File: src/rtl/dat_chunk_load_ctrl_pkg.sv
// Shared definitions for the sparse-chunk load path.
//   state_e        : load sequencer states (LOAD, FLUSH, HOLD)
//   calc_cyc_num() : beats per chunk (MEM_SIZE / BUS_SIZE)
//   calc_cnt_w()   : width of a nonzero count that can reach MEM_SIZE
//   popcount()     : set-bit count; callers zero-extend their beat sparsemap
//                    into the POP_MAX_W-bit argument
package dat_chunk_load_ctrl_pkg;

  typedef enum logic [1:0] {
    LOAD,
    FLUSH,
    HOLD
  } state_e;

  localparam int unsigned POP_MAX_W = 1024;

  function automatic int unsigned calc_cyc_num(input int unsigned mem_size,
                                               input int unsigned bus_size);
    return mem_size / bus_size;
  endfunction

  function automatic int unsigned calc_cnt_w(input int unsigned mem_size);
    return $clog2(mem_size + 1);
  endfunction

  function automatic int unsigned popcount(input logic [POP_MAX_W-1:0] bits);
    int unsigned n;
    n = 0;
    for (int unsigned i = 0; i < POP_MAX_W; i++) begin
      n += {31'd0, bits[i]};
    end
    return n;
  endfunction

endpackage

File: src/rtl/dat_chunk_popcnt.sv
// Combinational set-bit counter built as a balanced adder tree.
//   bits_i  : WIDTH-bit input vector
//   count_o : number of set bits in bits_i (0..WIDTH)
module dat_chunk_popcnt #(
  parameter  int unsigned WIDTH = 32,
  localparam int unsigned OUT_W = $clog2(WIDTH + 1)
) (
  input  logic [WIDTH-1:0] bits_i,
  output logic [OUT_W-1:0] count_o
);

  // Leaves padded to a power of two; heap layout, node i = node 2i + node 2i+1,
  // root at index 1.
  localparam int unsigned LEAVES = (WIDTH > 1) ? (1 << $clog2(WIDTH)) : 1;

  logic [OUT_W-1:0] node [2*LEAVES];

  always_comb begin
    for (int unsigned i = 0; i < 2 * LEAVES; i++) begin
      node[i] = '0;
    end
    for (int unsigned i = 0; i < WIDTH; i++) begin
      node[LEAVES + i] = OUT_W'(bits_i[i]);
    end
    for (int unsigned i = LEAVES - 1; i >= 1; i--) begin
      node[i] = node[2*i] + node[2*i + 1];
    end
    count_o = node[1];
  end

endmodule

File: src/rtl/dat_chunk_load_ctrl.sv
// Loads one sparse chunk into the single-banked Dat_Chunk_Comb buffer and holds
// it for the compute consumer until released. The buffer's reset is
// active-high, so the parent drives it with !rst_i.
//   clk_i, rst_i         : clock, synchronous active-low reset
//   abort_i              : drop partial/held chunk, restart loading
//   in_valid_i/ready_o   : beat handshake from the fetch stream
//   in_sparsemap_i       : beat sparsemap (BUS_SIZE bits)
//   in_nonzero_data_i    : beat packed nonzero bytes (BUS_SIZE x 8)
//   wr_valid_o/count_o   : registered buffer write strobe and beat index
//   wr_sparsemap_o       : registered beat sparsemap to the buffer
//   wr_nonzero_data_o    : registered beat data to the buffer
//   chunk_valid_o        : buffer holds a complete chunk
//   chunk_ready_i        : consumer releases the chunk
//   chunk_nz_cnt_o       : running / final set-bit total of the chunk
module dat_chunk_load_ctrl
  import dat_chunk_load_ctrl_pkg::*;
#(
  parameter  int unsigned MEM_SIZE = 128,
  parameter  int unsigned BUS_SIZE = 32,
  localparam int unsigned CYC_NUM  = calc_cyc_num(MEM_SIZE, BUS_SIZE),
  localparam int unsigned CNT_W    = calc_cnt_w(MEM_SIZE),
  localparam int unsigned BEAT_W   = (CYC_NUM > 1) ? $clog2(CYC_NUM) : 1
) (
  input  logic                  clk_i,
  input  logic                  rst_i,
  input  logic                  abort_i,
  input  logic                  in_valid_i,
  output logic                  in_ready_o,
  input  logic [BUS_SIZE-1:0]   in_sparsemap_i,
  input  logic [BUS_SIZE*8-1:0] in_nonzero_data_i,
  output logic                  wr_valid_o,
  output logic [BEAT_W-1:0]     wr_count_o,
  output logic [BUS_SIZE-1:0]   wr_sparsemap_o,
  output logic [BUS_SIZE*8-1:0] wr_nonzero_data_o,
  output logic                  chunk_valid_o,
  input  logic                  chunk_ready_i,
  output logic [CNT_W-1:0]      chunk_nz_cnt_o
);

  localparam int unsigned POP_W = $clog2(BUS_SIZE + 1);
  localparam logic [BEAT_W-1:0] LAST_BEAT = BEAT_W'(CYC_NUM - 1);

  state_e                state_q, state_d;
  logic [BEAT_W-1:0]     beat_q, beat_d;
  logic [CNT_W-1:0]      nz_q, nz_d;
  logic                  wr_valid_q, wr_valid_d;
  logic [BEAT_W-1:0]     wr_count_q, wr_count_d;
  logic [BUS_SIZE-1:0]   wr_sm_q, wr_sm_d;
  logic [BUS_SIZE*8-1:0] wr_data_q, wr_data_d;
  logic [POP_W-1:0]      beat_pop;
  logic                  accept;

  dat_chunk_popcnt #(
    .WIDTH (BUS_SIZE)
  ) u_popcnt (
    .bits_i  (in_sparsemap_i),
    .count_o (beat_pop)
  );

  // Ready is gated by rst_i so nothing is accepted during the reset cycle.
  always_comb begin
    in_ready_o = rst_i && (state_q == LOAD) && !abort_i;
    accept     = in_valid_i && in_ready_o;
  end

  always_comb begin
    state_d    = state_q;
    beat_d     = beat_q;
    nz_d       = nz_q;
    wr_valid_d = 1'b0;
    wr_count_d = wr_count_q;
    wr_sm_d    = wr_sm_q;
    wr_data_d  = wr_data_q;

    if (abort_i) begin
      state_d = LOAD;
      beat_d  = '0;
      nz_d    = '0;
    end else begin
      unique case (state_q)
        LOAD: begin
          if (accept) begin
            wr_valid_d = 1'b1;
            wr_count_d = beat_q;
            wr_sm_d    = in_sparsemap_i;
            wr_data_d  = in_nonzero_data_i;
            nz_d       = nz_q + CNT_W'(beat_pop);
            if (beat_q == LAST_BEAT) begin
              beat_d  = '0;
              state_d = FLUSH;
            end else begin
              beat_d = beat_q + BEAT_W'(1);
            end
          end
        end
        // Lets the buffer capture the final write before the chunk is exposed.
        FLUSH: state_d = HOLD;
        HOLD: begin
          if (chunk_ready_i) begin
            state_d = LOAD;
            nz_d    = '0;
          end
        end
        default: state_d = LOAD;
      endcase
    end
  end

  always_ff @(posedge clk_i) begin
    if (!rst_i) begin
      state_q    <= LOAD;
      beat_q     <= '0;
      nz_q       <= '0;
      wr_valid_q <= 1'b0;
      wr_count_q <= '0;
      wr_sm_q    <= '0;
      wr_data_q  <= '0;
    end else begin
      state_q    <= state_d;
      beat_q     <= beat_d;
      nz_q       <= nz_d;
      wr_valid_q <= wr_valid_d;
      wr_count_q <= wr_count_d;
      wr_sm_q    <= wr_sm_d;
      wr_data_q  <= wr_data_d;
    end
  end

  always_comb begin
    wr_valid_o        = wr_valid_q;
    wr_count_o        = wr_count_q;
    wr_sparsemap_o    = wr_sm_q;
    wr_nonzero_data_o = wr_data_q;
    chunk_valid_o     = (state_q == HOLD);
    chunk_nz_cnt_o    = nz_q;
  end

endmodule

File: config.mk
export PLATFORM = sky130hd
export DESIGN_NAME = dat_chunk_load_ctrl
export DESIGN_NICKNAME = d
export VERILOG_FILES = /design/src/rtl/dat_chunk_load_ctrl_pkg.sv /design/src/rtl/dat_chunk_popcnt.sv /design/src/rtl/dat_chunk_load_ctrl.sv
export SDC_FILE = /design/constraint.sdc
export NUM_CORES = 1
export LEC_CHECK = 0
export CAP_MARGIN = 30
export CORE_AREA = 2 2 229 231
export DETAILED_ROUTE_END_ITERATION = 6
export DIE_AREA = 0 0 231 233
export GPL_TIMING_DRIVEN = 0
export PLACE_DENSITY_LB_ADDON = 0.25
export SETUP_SLACK_MARGIN = 0.2
export SKIP_LAST_GASP = 1
export SLEW_MARGIN = 20
export SYNTH_ARGS = -nofsm -noshare
export SYNTH_HDL_FRONTEND = slang
export SYNTH_SLANG_ARGS = --single-unit
File: constraint.sdc
create_clock -name clk_i -period 8.99 [get_ports clk_i]
set_clock_uncertainty 0.1 [all_clocks]
set_input_delay 1.798 -clock clk_i [delete_from_list [all_inputs] [get_ports clk_i]]
set_output_delay 1.798 -clock clk_i [all_outputs]
set_load 0.01 [all_outputs]
# Word level (Yosys, flattened, before mapping)
# Cells that the tools add are included.
# W data, S select, Z words.
[op_classes]
mux = 9
add_sub_neg = 33
n_bitwise = 3
reduce_logical = 12
eq_ne = 6
[ops]
columns = ["cell", "count"]
rows = [
  ["$add A6 B6 Y6", 15],
  ["$add A1 B1 Y2", 16],
  ["$mux W8", 2],
  ["$pmux W8 S2", 1],
  ["$reduce_and A3 Y1", 3],
  ["$add A8 B6 Y8", 1],
  ["$mux W2", 4],
  ["$pmux W2 S3", 1],
  ["$eq A2 B2 Y1 const B", 2],
  ["$ne A2 B1 Y1 const B", 2],
  ["$logic_and A1 B1 Y1", 3],
  ["$not A1 Y1", 3],
  ["$reduce_or A3 Y1", 1],
  ["$add A2 B1 Y2 const B", 1],
  ["$eq A2 B1 Y1 const B", 1],
  ["$logic_not A2 Y1", 1],
  ["$ne A2 B2 Y1 const B", 1],
  ["$reduce_and A2 Y1", 1],
  ["$reduce_bool A2 Y1", 1],
  ["$reduce_or A2 Y1", 1],
  ["$logic_not A1 Y1", 1],
  ["$mux W1", 1],
]
[word_totals]
inputBits = 293
output_inout_bits = 301
regBits = 303
word_cells = 70

# Longest topological paths before layout
# Gate-level depths: netlist of the first run.
[depth]
ltp_word = 8
depth_mapped = 21
ltp_nobuf = 21

# Modules after synthesis
# Synthesis of the first run repeated with hierarchy kept, for this count alone.
[unflattened]
hier_cells = 1416
area_unflattened_um2 = 12085.3
[modules_own_cells]
columns = ["mod", "cells_each", "instances", "area_per_inst_um2", "seq_area_each_um2"]
rows = [
  ["dat_chunk_load_ctrl", 1343, 1, 11330.9, 6065.8],
  ["dat_chunk_popcnt", 73, 1, 754.5, 0.0],
]

# Least setup slack after synthesis of the first run
# OpenSTA, ideal clock, no wires.
[synth_timing]
path_type = "input -> register"
start = "in in_sparsemap_i[16]"
end = "reg nz_q[6], in the netlist chunk_nz_cnt_o[6]"
setup_slack_ns = 2.152
required_ns = 8.818
arrival_time_ns = 6.666
setup_ns = 0.072
stages = 19
path_buffers = 0
cell_sequence = "ha_1 -> fa_1 -> inv_1 -> fa_1 -> inv_1 -> fa_1 -> fa_1 -> inv_1 -> fa_1 -> inv_1 -> ha_1 -> fa_1 -> a21o_1 -> a21o_1 -> ha_1 -> nor2_1 -> a211oi_1 -> a21boi_0 -> mux2i_1"
[synth_between]
elab_chain_len = 8
[synth_rtl]
columns = ["item", "line", "text"]
rows = [
  ["start: declaration", "dat_chunk_load_ctrl.sv:29", "input logic [BUS_SIZE-1:0] in_sparsemap_i,"],
  ["$add A1 B1 Y2", "dat_chunk_popcnt.sv:26", "node[i] = node[2*i] + node[2*i + 1];"],
  ["$add A6 B6 Y6 (4 in a row)", "dat_chunk_popcnt.sv:26", ""],
  ["$add A8 B6 Y8", "dat_chunk_load_ctrl.sv:87", "nz_d = nz_q + CNT_W'(beat_pop);"],
  ["$mux W8", "dat_chunk_load_ctrl.sv:82", "if (accept) begin"],
  ["$pmux W8 S2", "dat_chunk_load_ctrl.sv:80", "unique case (state_q)"],
  ["end signal: assignment", "dat_chunk_load_ctrl.sv:121", "nz_q <= nz_d;"],
  ["end: declaration", "dat_chunk_load_ctrl.sv:45", "logic [CNT_W-1:0] nz_q, nz_d;"],
]
# Every way passes these cells. The select of a mux whose other input is x is not followed.
# A chain may end at the register's enable or synchronous reset.

# Worst setup path in the final report of the first run
[layout_timing]
start = "in in_sparsemap_i[31]"
end = "reg nz_q[6], in the netlist chunk_nz_cnt_o[6]"
# The elaborated chain is that of the path after synthesis.

==> results of run 1 <==
-- cells in the final DEF (no fill, tap or decap), types with 2 or more instances in the layout --
| cell | instances |
|---|---|
| fa_1 | 27 |
| o21ai_0 | 2 |
| ha_1 | 31 |
| buf_6 | 3 |
| clkinv_4 | 2 |
| nand2_1 | 588 |
| a21o_1 | 5 |
| clkinv_2 | 10 |
| a21boi_1 | 240 |
| clkdlybuf4s50_1 | 593 |
| buf_4 | 24 |
| o211ai_1 | 3 |
| o21a_1 | 2 |
| a22oi_1 | 2 |
| clkbuf_1 | 66 |
| nor2_1 | 9 |
| a21boi_0 | 51 |
| nor2b_1 | 4 |
| a2bb2oi_1 | 2 |
| nand2b_1 | 3 |
| clkinvlp_4 | 3 |
| or3_1 | 2 |
| bufinv_16 | 5 |
| clkbuf_8 | 5 |
| dfxtp_1 | 303 |
| inv_1 | 56 |
| buf_2 | 7 |
| mux2i_1 | 4 |
| clkbuf_16 | 39 |
| a211oi_1 | 3 |
| xnor2_1 | 4 |
| a21oi_1 | 5 |
-- worst max-delay path: stages --
cell and delay (ns):
clkdlybuf4s50_1 0.58, ha_1 0.18, inv_1 0.05, fa_1 0.53
inv_1 0.05, fa_1 0.50, fa_1 0.52, fa_1 0.56
inv_1 0.06, fa_1 0.54, inv_1 0.04, ha_1 0.21
fa_1 0.40, a21o_1 0.19, a21o_1 0.19, ha_1 0.34
nor2_1 0.06, a211oi_1 0.27, a21boi_0 0.30, mux2i_1 0.21
-- worst max-delay path by stage --
stage | start | end | slack, ns
2_1_floorplan | in_sparsemap_i[16] | chunk_nz_cnt_o[6]$_SDFFE_PP0P_ | 2.15
3_3_place_gp | in_sparsemap_i[31] | chunk_nz_cnt_o[6]$_SDFFE_PP0P_ | 1.26
3_5_place_dp | in_sparsemap_i[31] | chunk_nz_cnt_o[6]$_SDFFE_PP0P_ | 1.19
4_1_cts | in_sparsemap_i[31] | chunk_nz_cnt_o[6]$_SDFFE_PP0P_ | 1.78
5_1_grt | in_sparsemap_i[31] | chunk_nz_cnt_o[6]$_SDFFE_PP0P_ | 1.52
6_report | in_sparsemap_i[31] | chunk_nz_cnt_o[6]$_SDFFE_PP0P_ | 1.75
-- metal layers --
layer,up-vias,GRT usage [%]
li1,5944,-
met1,5543,19.9
met2,444,30.7
met3,70,6.89
met4,4,5.85
met5,-,0
-- state kept, by name, summed over array words and instances (netlist names) --
signal,count
chunk_nz_cnt_o,8
wr_nonzero_data_o,256
state_q,2
beat_q,2
wr_sparsemap_o,32
wr_valid_o,1
wr_count_o,2
-- cell type report --
| class | instances | area (um^2) | area share [%] |
|---|---|---|---|
| Tap cell | 680 | 851 | 4.12 |
| Inverter | 57 | 214 | 1.04 |
| Clock inverter | 21 | 249 | 1.21 |
| Timing Repair Buffer | 594 | 5950 | 28.8 |
| Sequential cell | 303 | 6070 | 29.4 |
| Multi-Input combinational cell | 1000 | 5770 | 27.9 |
| Clock buffer | 47 | 1060 | 5.12 |
| Buffer | 97 | 485 | 2.35 |
| Antenna cell | 1 | 2.50 | 0.0121 |
-- cells by family (layout without fill, tap and decap cells) --
group / Yosys count / in the layout / share of synthesized area, %
AOI/OAI and AO/OA: 319 / 319 / 19.0
xor gates and xnor gates: 5 / 5 / 0.349
adders and majority gates: 58 / 58 / 7.41
buffers and inverters: 154 / 816 / 5.58
DFF: 303 / 303 / 48.4
muxes: 4 / 4 / 0.320
other: 0 / 1 / 0
and+or+nand+nor: 614 / 614 / 18.9
-- Yosys cell counts (all sizes together) (2+ instances only) --
| cell | instances |
|---|---|
| a21o | 5 |
| a21oi | 5 |
| nand2 | 589 |
| xnor2 | 4 |
| nand2b | 3 |
| mux2i | 4 |
| ha | 31 |
| a21boi | 291 |
| fa | 27 |
| a22oi | 2 |
| or3 | 2 |
| a2bb2oi | 2 |
| inv | 57 |
| o21ai | 2 |
| a211oi | 3 |
| clkbuf | 63 |
| nor2b | 4 |
| o21a | 2 |
| o211ai | 3 |
| buf | 34 |
| dfxtp | 303 |
| nor2 | 9 |
-- stage by stage --
| stage | hold WS [ns] | std cells | cell area (um^2) |
|---|---|---|---|
| final | 0.349 | 2800 | 20600 |
| after global routing | 0.367 | 2800 | 20600 |
| after CTS | 0.352 | 2799 | 20600 |
| after detailed placement | 0.344 | 2731 | 19300 |
| after global placement | 0.341 | 2730 | 19300 |
| after floorplan | 0.353 | 1457 | 12500 |
-- report_power, final --
| part | internal [mW] | total, mW | switching [mW] |
|---|---|---|---|
| Combinational | 0.634 | 1.24 | 0.605 |
| Clock | 0.979 | 1.59 | 0.610 |
| Sequential | 1.39 | 1.42 | 0.0291 |
| Total | 3.01 | 4.25 | 1.24 |
==> metrics.md, run 1 <==
| Metric | Value |
|---|---|
| Total power | 4.25 mW |
| Setup CP Type | in -> reg |
| Outcome | finished, final reports clean |
| Register area share after synthesis | roughly half |
| Min-delay worst type | reg -> reg |
| Share of async-settable or async-resettable flops after synthesis | 0% |
| Drt pass-1 iters | 4 |
| Site Rows | between 80 and 90 |
| Final Cycle Share | between 80 and 90% |
| Met3 routed WL | 4.52 mm |
| Top Ports | 594 |
| CTS Root Cell | clkbuf_16 |
| Worst reg2reg endpoint | wr_sparsemap_o[28]$_SDFFE_PN0P_ |
| Dpl ws | between 1 and 1.5 ns |
| Metal-1 WL | between 15 and 20 mm |
| Chip width | 231 um |
| Starting density of the core | 24.5% |
| First-pass GRT wire length | 72.4 mm |
| Min Tclk post-route | a little over 7 ns |
| R2r setup slk | 6.58 ns |
| WL final | 49.6 mm |
| P_leak | 7.61 nW |
| Required time worst endpoint | 9.36 ns |
| GR Util All Layers | 17.7% |
| Mapped Area | 0.0125 mm^2 |
| YS warnings | 0 |
| Longest Clk Path Bufs | 3 |
| CTS clk-pin slew, worst paths | 0.06 ns |
| Routed wl met2 | ~24 mm |
| Setup bufs post-CTS | 0 |
| Fin. Hold Viols | 0 |
| Hold path cells | 2 |
| # clock sinks | 303 |
| Largest net degree at the start of global routing | 14 |
| FMAX | 138 MHz |
| Post-synth top area share | 48.4% |
| Top cell type by total area after synthesis | dfxtp_1 |
| Post-DP HPWL | 39.5 mm |
| Pins over their slew limit | 0 |
| DR iter-0 viols | 354 |
| Via Count | 12000 |
| RSZ-0062 raised after global routing | no |
| Share of layout cells above drive strength 1 | 4.91% |
| Core Box Area | around 0.05 mm^2 |
| Worst slew margin | 45.6% |
| Largest cells by area after synthesis | dfxtp_1 48%, nand2_1 18%, a21boi_1 14% |
| GRT overflow | 0 |
| Cell variety after synth | 39 |
| Peak VDD IR | 0.178 mV |
| GPL Wtd Cong | 0.863 |
| Final core occ | 40.4% |
| Hold_buf cts | 0 |
| Max Cap Violations | 0 |
| Mapped Cells | ~1500 |
| Full die area | roughly 0.054 mm^2 |
| CTS Buf Count | 37 |
| Synth Flop Type | dfxtp_1 |
| Post-CTS Resized | 0 |
| Worst setup EP type | register |
| Layout Nets | 2441 |
| Fillers | 5171 |
| Layout area overhead | 64.7% |
| CTS tree | done |
| Vias in the first global route | 12100 |
| Critical path data arrival time | about 7.6 ns |
| Vias per std cell | 4.29 |
| WHS Endpoint | wr_nonzero_data_o[36]$_SDFFE_PN0P_ |
| Endpoints failing setup | 0 |
| Syn_area_per_cell | 8.60 um^2 |
| DR DRC count | 0 |
| Post-DRT Antenna Nets | 0 |
| Type of origin of the critical path | primary input |
| Wire per inst | roughly 18 um |
| Post-Synthesis Net Count | 1808 |
| Htree depth | 2 |
| Uppermost layer routed | met5 |
| Clock insertion delay at the later pin of the skew report | 0.53 ns |
| Hold path start | wr_nonzero_data_o[36]$_SDFFE_PN0P_ |
| Setup TNS | 0 ns |
| Worst-path fanout max | 5 |
| IO buf count | 593 |
| Cells on worst reg2reg path | 7 |
| Die H | about 230 um |
| Seq cells post-synth | 303 |
| Setup WS post-layout | around 1.8 ns |
| Reg2reg start | state_q[0]$_SDFFE_PP0P_ |
| Slew @ Worst Pin | just over 0.8 ns |
| Initial antenna violation count | 4 |
| Pwr Density | 206 mW/mm^2 |
| Post-synth EDFFs | 0 |
Power figures use the tool's default switching activity.
==> inputs of run 2 (changes only) <==
- clock period: 8.99 -> 5.9 ns (I/O delays scaled with it)
==> run 2 against run 1 <==
  * Global-route usage increased by 0.16 points
  * Combinational power up 85%
  * Setup slack got worse by 1.4 ns
  * Largest cell class unchanged
==> metrics.md, run 2 (same netlist as run 1, synthesis figures left out) <==
| Metric | Value |
|---|---|
| Outcome | finished, final reports clean |
| CTS Buf Count | 37 (unchanged) |
| Peak VDD IR | 0.426 mV (+140%) |
| Pins over their slew limit | 0 (unchanged) |
| Worst setup EP type | register |
| Die H | 233 um (unchanged) |
| Largest net degree at the start of global routing | 12 (-2) |
| Worst slew margin | 43.1% (-2.5 points) |
| Sw Ratio | 29.8% (+0.52 points) |
| Sw power | 2.00 mW (+61%) |
| IO buf count | 593 (unchanged) |
| Setup CP Type | in -> reg |
| Layout Nets | 2447 (+0.25%) |
| CTS tree | done |
| RSZ-0062 raised after global routing | yes |
| Reg2reg start | state_q[0]$_SDFFE_PP0P_ |
| Worst-path fanout max | 4 (-1) |
| Wire per inst | 17.7 um (-0.25%) |
| Top Ports | 594 (unchanged) |
| Most frequent cells in the layout | 588 x nand2_1, 569 x clkdlybuf4s50_1, 303 x dfxtp_1, 240 x a21boi_1, 75 x clkbuf_1 |
| First-pass GRT wire length | 73.6 mm (+1.6%) |
| GRT overflow | 0 (unchanged) |
| Fillers | 5225 (+1.0%) |
| Share of layout cells above drive strength 1 | 7.87% (+3.0 points) |
| Max reg flops | 256 (unchanged) |
| Cells on worst reg2reg path | 6 (-1) |
| Dpl ws | -0.794 ns (-1.98 ns) |
| Vias in the first global route | 12300 (+1.5%) |
| Most frequent cell on the critical path | fa_1 |
| Setup WS post-layout | 0.353 ns (-1.40 ns) |
| P_leak | 7.58 nW (-0.48%) |
| Vias per std cell | 4.27 (-0.31%) |
| Drt pass-1 iters | 4 (unchanged) |
| Starting density of the core | 24.5% (unchanged) |
| DR DRC count | 0 (unchanged) |
| FF+latch area | 0.00607 mm^2 (unchanged) |
| Clock insertion delay at the later pin of the skew report | 0.54 ns (about the same) |
| Min Tclk post-route | roughly 5.5 ns |
| Max Cap Violations | 0 (unchanged) |
| Full die area | 0.0538 mm^2 (unchanged) |
| Hold_ws | 0.349 ns (+0.000426 ns) |
| Pwr Density | 324 mW/mm^2 (+57%) |
| Layout area overhead | 65.3% |
| Fin. Hold Viols | 0 (unchanged) |
| Int Pwr | 4.72 mW (+57%) |
| Post-DRT Antenna Nets | 0 (unchanged) |
| Hold path start | wr_sparsemap_o[27]$_SDFFE_PN0P_ |
| Final Cycle Share | 94.0% |
| Slew @ Worst Pin | 0.854 ns (+0.0377 ns) |
| WHS Endpoint | wr_sparsemap_o[27]$_SDFFE_PN0P_ |
| Commonest non-fill, non-tap cell in the layout | nand2_1 |
| Clock power share | 33.5% (-3.9 points) |
| Min-delay worst type | reg -> reg |
| Endpoints failing setup | 0 (unchanged) |
| Via Count | 12000 (-0.13%) |
| Required time worst endpoint | 6.26 ns (-3.10 ns) |
| CTS Root Cell | clkbuf_16 |
| Post-DP HPWL | 39.5 mm (about the same) |
| Final core occ | 40.6% (+0.15 points) |
| GPL Wtd Cong | 0.873 (+1.2%) |
| Worst reg2reg endpoint | wr_nonzero_data_o[227]$_SDFFE_PN0P_ |
| GR Util All Layers | 17.9% (+0.16 points) |
| Seq pwr share | 32.3% (-1.2 points) |
| Chip width | 231 um (unchanged) |
| CTS clk-pin slew, worst paths | 0.06 ns (about the same) |
| Slowest stage cell, crit path | fa_1 |
| FMAX | 180 MHz |
| Logic pwr share | 34.2% (+5.0 points) |
| Hold path cells | 2 (unchanged) |
| Type of origin of the critical path | primary input |
| Longest Clk Path Bufs | 3 (unchanged) |
| Site Rows | 83 (unchanged) |
| # clock sinks | 303 (unchanged) |
| Post-Layout Cell Count | 2805 (+0.18%) |
| Critical path data arrival time | 5.91 ns (-1.70 ns) |
| WL final | 49.6 mm (about the same) |
| CP Cell Sequence | buf_2 -> ha_4 -> fa_1 -> inv_1 -> fa_1 -> inv_1 -> fa_2 -> fa_1 -> inv_2 -> fa_1 -> inv_1 -> ha_2 -> fa_2 -> a21o_1 -> a21o_1 -> ha_4 -> nor2_2 -> a211oi_2 -> a21boi_2 -> mux2i_1 |
| Slowest stage delay, CP | 0.56 ns (-0.02 ns) |
| Core Box Area | 0.0511 mm^2 (unchanged) |
| Area of the multi-input gates | 0.00600 mm^2 (+4.1%) |
| DR iter-0 viols | 338 (-4.5%) |
| Initial antenna violation count | 4 (unchanged) |
| Cells after DPL | 2732 (+0.037%) |
| R2r setup slk | 3.42 ns (-3.16 ns) |
| Htree depth | 2 (unchanged) |
## run 2: through the flow
step	TNS (ns)	total power [mW]	instance area [um^2]
final	0	6.72	20700
after global routing	0	7.15	20700
after global placement	-3.54	4.13	19400
after detailed placement	-3.76	4.17	19400
after floorplan	0	3.46	12600
after CTS	0	6.50	20700
## run 2: repair_timing
item | 4_1_cts | 5_1_grt
endpoints found under the setup margin | 5 | 5
pin swaps | 17 | 20
buffers inserted | 2 | 3
hold buffers | 0 | 0
resized for setup | 47 | 69
## run 2: metal layers
layer	routed length (um)	vias up	GRT usage [%]
met1	19300	5514	20.0
met3	4770	83	6.92
met4	1560	8	6.41
met2	23900	445	30.9
met5	54	-	0
li1	-	5939	-
## run 2: layout make-up
type | instances | share of cell area [%]
clock buffers | 59 | 5.46
well taps | 680 | 4.11
flip-flops and latches | 303 | 29.3
plain buffers | 97 | 2.34
repair buffers | 600 | 28.5
diodes | 2 | 0.0242
clock inverters | 7 | 0.320
multi-input cells | 1000 | 29.0
inverters | 57 | 1.03
## run 2: worst max path at each step
| stage | cells after the start | from | endpoint | slack (ns) |
|---|---|---|---|---|
| after floorplan | 19 | in_sparsemap_i[10] | chunk_nz_cnt_o[6]$_SDFFE_PP0P_ | 0.08 |
| after global placement | 20 | in_sparsemap_i[31] | chunk_nz_cnt_o[6]$_SDFFE_PP0P_ | -0.74 |
| after detailed placement | 20 | in_sparsemap_i[31] | chunk_nz_cnt_o[6]$_SDFFE_PP0P_ | -0.79 |
| after CTS | 20 | in_sparsemap_i[3] | chunk_nz_cnt_o[6]$_SDFFE_PP0P_ | 0.20 |
| after global routing | 21 | in_sparsemap_i[10] | chunk_nz_cnt_o[5]$_SDFFE_PP0P_ | 0.18 |
| final | 20 | in_sparsemap_i[10] | chunk_nz_cnt_o[6]$_SDFFE_PP0P_ | 0.35 |
## run 2: power by group through the flow
stage	Combinational [mW]	Sequential [mW]	Clock, mW
floorplan	1.22	2.24	0
detailed placement	1.96	2.21	0
finish	2.30	2.17	2.25
global placement	1.92	2.21	0
global route	2.57	2.18	2.40
CTS	2.00	2.17	2.33
## run 2: worst max-delay path, delay by kind of cell
| family | cells | cell delay, ns |
|---|---|---|
| muxes | 1 | 0.18 |
| buffers and inverters | 5 | 0.34 |
| AOI/OAI and AO/OA | 4 | 0.74 |
| and+or+nand+nor | 1 | 0.04 |
| adders and majority gates | 9 | 3.44 |
==> inputs of run 3 (changes only) <==
- CORE_AREA: 2 2 229 231 -> 2 2 232 234
- DIE_AREA: 0 0 231 233 -> 0 0 234 236
- SYNTH_HIERARCHICAL: not set -> 1
==> run 3 against run 2 <==
  * The run now ends with setup timing left
  * Non-clock buffer count rose by 4
  * Power rose by 1.9%
  * Setup slack got worse by 0.61 ns
  * Highest routed layer unchanged
  * Via count fell by 2.6%
  * Final cell count fell by 0.82%
  * Largest cell class unchanged
==> metrics.md, run 3 <==
| Metric | Value |
|---|---|
| DR iter-0 viols | 347 (+2.7%) |
| Max reg flops | 256 (unchanged) |
| Full die area | 0.0552 mm^2 (+2.6%) |
| Pins over their slew limit | 0 (unchanged) |
| Reg2reg start | state_q[0]$_SDFFE_PP0P_ |
| Peak VDD IR | 0.365 mV (-14%) |
| R2r setup slk | 3.52 ns (+0.10 ns) |
| P_leak | 7.26 nW (-4.2%) |
| Share of async-settable or async-resettable flops after synthesis | 0% (unchanged) |
| Sw Ratio | 30.9% (+1.1 points) |
| Fillers | 5391 (+3.2%) |
| Setup CP Type | in -> reg |
| Max Cap Violations | 0 (unchanged) |
| Initial antenna violation count | 5 (+1) |
| Via Count | 11700 (-2.6%) |
| Worst slew margin | 37.8% (-5.3 points) |
| Post-DP HPWL | 38.8 mm (-1.8%) |
| Vias per std cell | 4.20 (-1.8%) |
| FMAX | 162 MHz (-10%) |
| Starting density of the core | 22.8% (-1.8 points) |
| Critical path data arrival time | 6.53 ns (+0.62 ns) |
| GPL Wtd Cong | 0.844 (-3.3%) |
| Mapped Area | 0.0121 mm^2 (-3.6%) |
| Synth Flop Type | dfxtp_1 |
| CTS Root Cell | clkbuf_16 |
| Commonest non-fill, non-tap cell in the layout | nand2_1 |
| Slew @ Worst Pin | 0.933 ns (+0.0797 ns) |
| Top post-synthesis cells by count | 592 x nand2_1, 303 x dfxtp_1, 230 x a21boi_0 |
| Register area share after synthesis | 50.2% (+1.8 points) |
| Worst setup EP type | register |
| Worst-path fanout max | 2 (-2) |
| Layout area overhead | 68.5% |
| Clock insertion delay at the later pin of the skew report | 0.54 ns (about the same) |
| Outcome | finished, violations left |
| Worst reg2reg endpoint | wr_nonzero_data_o[219]$_SDFFE_PN0P_ |
| Post-Synthesis Net Count | 1748 (-3.3%) |
| Post-DRT Antenna Nets | 0 (unchanged) |
| Share of layout cells above drive strength 1 | 8.06% (+0.20 points) |
| CTS Buf Count | 38 (+2.7%) |
| Seq cells post-synth | 303 (unchanged) |
| Pwr Density | 336 mW/mm^2 (+3.7%) |
| Min-delay worst type | reg -> reg |
| Site Rows | 85 (+2.4%) |
| Top cell type by total area after synthesis | dfxtp_1 |
| CTS clk-pin slew, worst paths | 0.05 ns (about the same) |
| Metal-1 WL | 18.9 mm (-2.3%) |
| Final core occ | 38.4% (-2.2 points) |
| GR Util All Layers | 17.3% (-0.59 points) |
| WL final | 49.2 mm (-0.89%) |
| IO buf count | 593 (unchanged) |
| Most common cell in the netlist | nand2_1 |
| Final Cycle Share | 104% (+10 points) |
| Hold_ws | 0.350 ns (+0.000397 ns) |
| DR DRC count | 0 (unchanged) |
| First-pass GRT wire length | 72.6 mm (-1.3%) |
| Largest cells by area after synthesis | dfxtp_1 50%, nand2_1 18%, a21boi_0 14% |
| Chip width | 234 um (+1.3%) |
| Required time worst endpoint | 6.27 ns (about the same) |
| GRT overflow | 0 (unchanged) |
| Drt pass-1 iters | 4 (unchanged) |
| Vias in the first global route | 11900 (-2.7%) |
| Setup WS post-layout | -0.261 ns (-0.613 ns) |
| Largest net degree at the start of global routing | 12 (unchanged) |
| Die H | 236 um (+1.3%) |
| Fin. Hold Viols | 0 (unchanged) |
| Routed wl met2 | 24.3 mm (+1.7%) |
| Failing checks | setup timing |
| Seq pwr share | 31.6% (-0.7 points) |
| YS warnings | 6 (+6) |
| Most frequent cells in the layout | 591 x nand2_1, 578 x clkdlybuf4s50_1, 303 x dfxtp_1, 229 x a21boi_0, 61 x a21boi_1 |
| Core Box Area | 0.0531 mm^2 (+3.9%) |
| Type of origin of the critical path | primary input |
| Clock power share | 33.5% (about the same) |
| Logic pwr share | 34.9% (+0.7 points) |
| Cell variety after synth | 38 (-2.6%) |
| Setup TNS | -0.768 ns (-0.768 ns) |
| Uppermost layer routed | met5 |
| Longest Clk Path Bufs | 3 (unchanged) |
| Htree depth | 2 (unchanged) |
| Met3 routed WL | 4.85 mm (+1.8%) |
| Total power | 6.84 mW (+1.9%) |
| Endpoints failing setup | 5 (+5) |
| Mapped Cells | 1416 (-2.8%) |
| # clock sinks | 303 (unchanged) |
| Layout Nets | 2392 (-2.2%) |
| Wire per inst | 17.7 um (about the same) |
| Int Pwr | 4.73 mW (+0.24%) |
| Syn_area_per_cell | 8.53 um^2 (-0.77%) |
| CTS tree | done |
| Min Tclk post-route | 6.16 ns (+0.613 ns) |
| Sw power | 2.12 mW (+5.8%) |
| Post-synth top area share | 50.2% (+1.8 points) |
| Cells on worst reg2reg path | 6 (unchanged) |
| Critical Path Sink | chunk_nz_cnt_o[6]$_SDFFE_PP0P_ |
| Top Ports | 594 (unchanged) |
| CP startpoint | in_sparsemap_i[13] |
| Post-synth EDFFs | 0 (unchanged) |
| RSZ-0062 raised after global routing | yes |
[run 3: cell count changes after synthesis, sizes merged, moves of 4 or more]
cell	before	now
clkbuf	63	50
nand3	0	7
ha	31	14
a21oi	5	9
buf	34	47
inv	57	34
[run 3: worst min path at each step]
stage / start / end / slack, ns / cells after the start
after detailed placement: wr_nonzero_data_o[47]$_SDFFE_PN0P_ / wr_nonzero_data_o[47]$_SDFFE_PN0P_ / 0.34 / 2
after global placement: wr_nonzero_data_o[42]$_SDFFE_PN0P_ / wr_nonzero_data_o[42]$_SDFFE_PN0P_ / 0.34 / 2
after floorplan: beat_q[1]$_SDFFE_PP0P_ / beat_q[1]$_SDFFE_PP0P_ / 0.35 / 2
after global routing: wr_nonzero_data_o[157]$_SDFFE_PN0P_ / wr_nonzero_data_o[157]$_SDFFE_PN0P_ / 0.37 / 2
final: wr_nonzero_data_o[45]$_SDFFE_PN0P_ / wr_nonzero_data_o[45]$_SDFFE_PN0P_ / 0.35 / 2
after CTS: wr_nonzero_data_o[47]$_SDFFE_PN0P_ / wr_nonzero_data_o[47]$_SDFFE_PN0P_ / 0.35 / 2
[run 3: logic make-up (layout without fill, tap and decap cells)]
kind of cell	Yosys count	after routing	synth area share, %
xor+xnor	5	5	0.362
other cells	0	2	0
mux	1	1	0.0828
flops	303	303	50.2
simple gates	620	620	19.7
fa+ha+maj	39	39	5.59
compound gates	317	317	19.5
buf+inv	131	799	4.59
[run 3: power groups by stage]
stage | logic [mW] | clock network, mW | registers, mW
after floorplan | 1.12 | 0 | 2.24
after global placement | 1.76 | 0 | 2.20
after detailed placement | 1.80 | 0 | 2.21
after CTS | 2.25 | 2.37 | 2.16
after global routing | 2.62 | 2.46 | 2.17
final | 2.39 | 2.30 | 2.16
[run 3: metal layers]
layer  track usage, %  vias to the layer above
met5                0                        -
met4             4.45                        4
met3             6.73                       65
met2             30.7                      402
met1             19.2                     5381
li1                 -                     5826
[run 3: per-stage QoR]
stage / instances / setup WS, ns / area (um^2)
after floorplan: 1416 / -0.499 / 12100
after global placement: 2705 / -1.40 / 18900
after detailed placement: 2706 / -1.47 / 19000
after CTS: 2778 / -0.230 / 20300
after global routing: 2782 / -0.419 / 20400
final: 2782 / -0.261 / 20400
[run 3: layout make-up]
class                      count  area [um^2]  area share (%)
clock buffer                  57         1200            5.87
antenna                        2         5.00          0.0246
multi-input combinational    982         5630            27.6
timing repair buffer         604         5990            29.4
sequential                   303         6070            29.8
clock inverter                 7         40.0           0.197
buffer                        97          427            2.09
inverter                      34          140           0.688
tap                          696          871            4.28
[run 3: what timing repair did]
item,in CTS,in global routing
setup buffers,8,2
gates resized for setup,92,16
hold buffers,0,0
pin swaps,35,12
endpoints found under the setup margin,7,6
[run 3: worst max-delay path: stages]
cell      delay (ns)
buf_8           0.08
inv_4           0.03
fa_1            0.55
inv_2           0.04
fa_2            0.43
fa_2            0.59
fa_2            0.44
fa_1            0.52
inv_2           0.04
fa_1            0.44
inv_2           0.08
ha_4            0.13
inv_2           0.04
fa_2            0.35
nand2b_4        0.15
a21oi_2         0.14
xor2_1          0.23
ha_1            0.23
o21a_1          0.21
a21boi_2        0.08
or4_1           0.42
a21oi_2         0.15
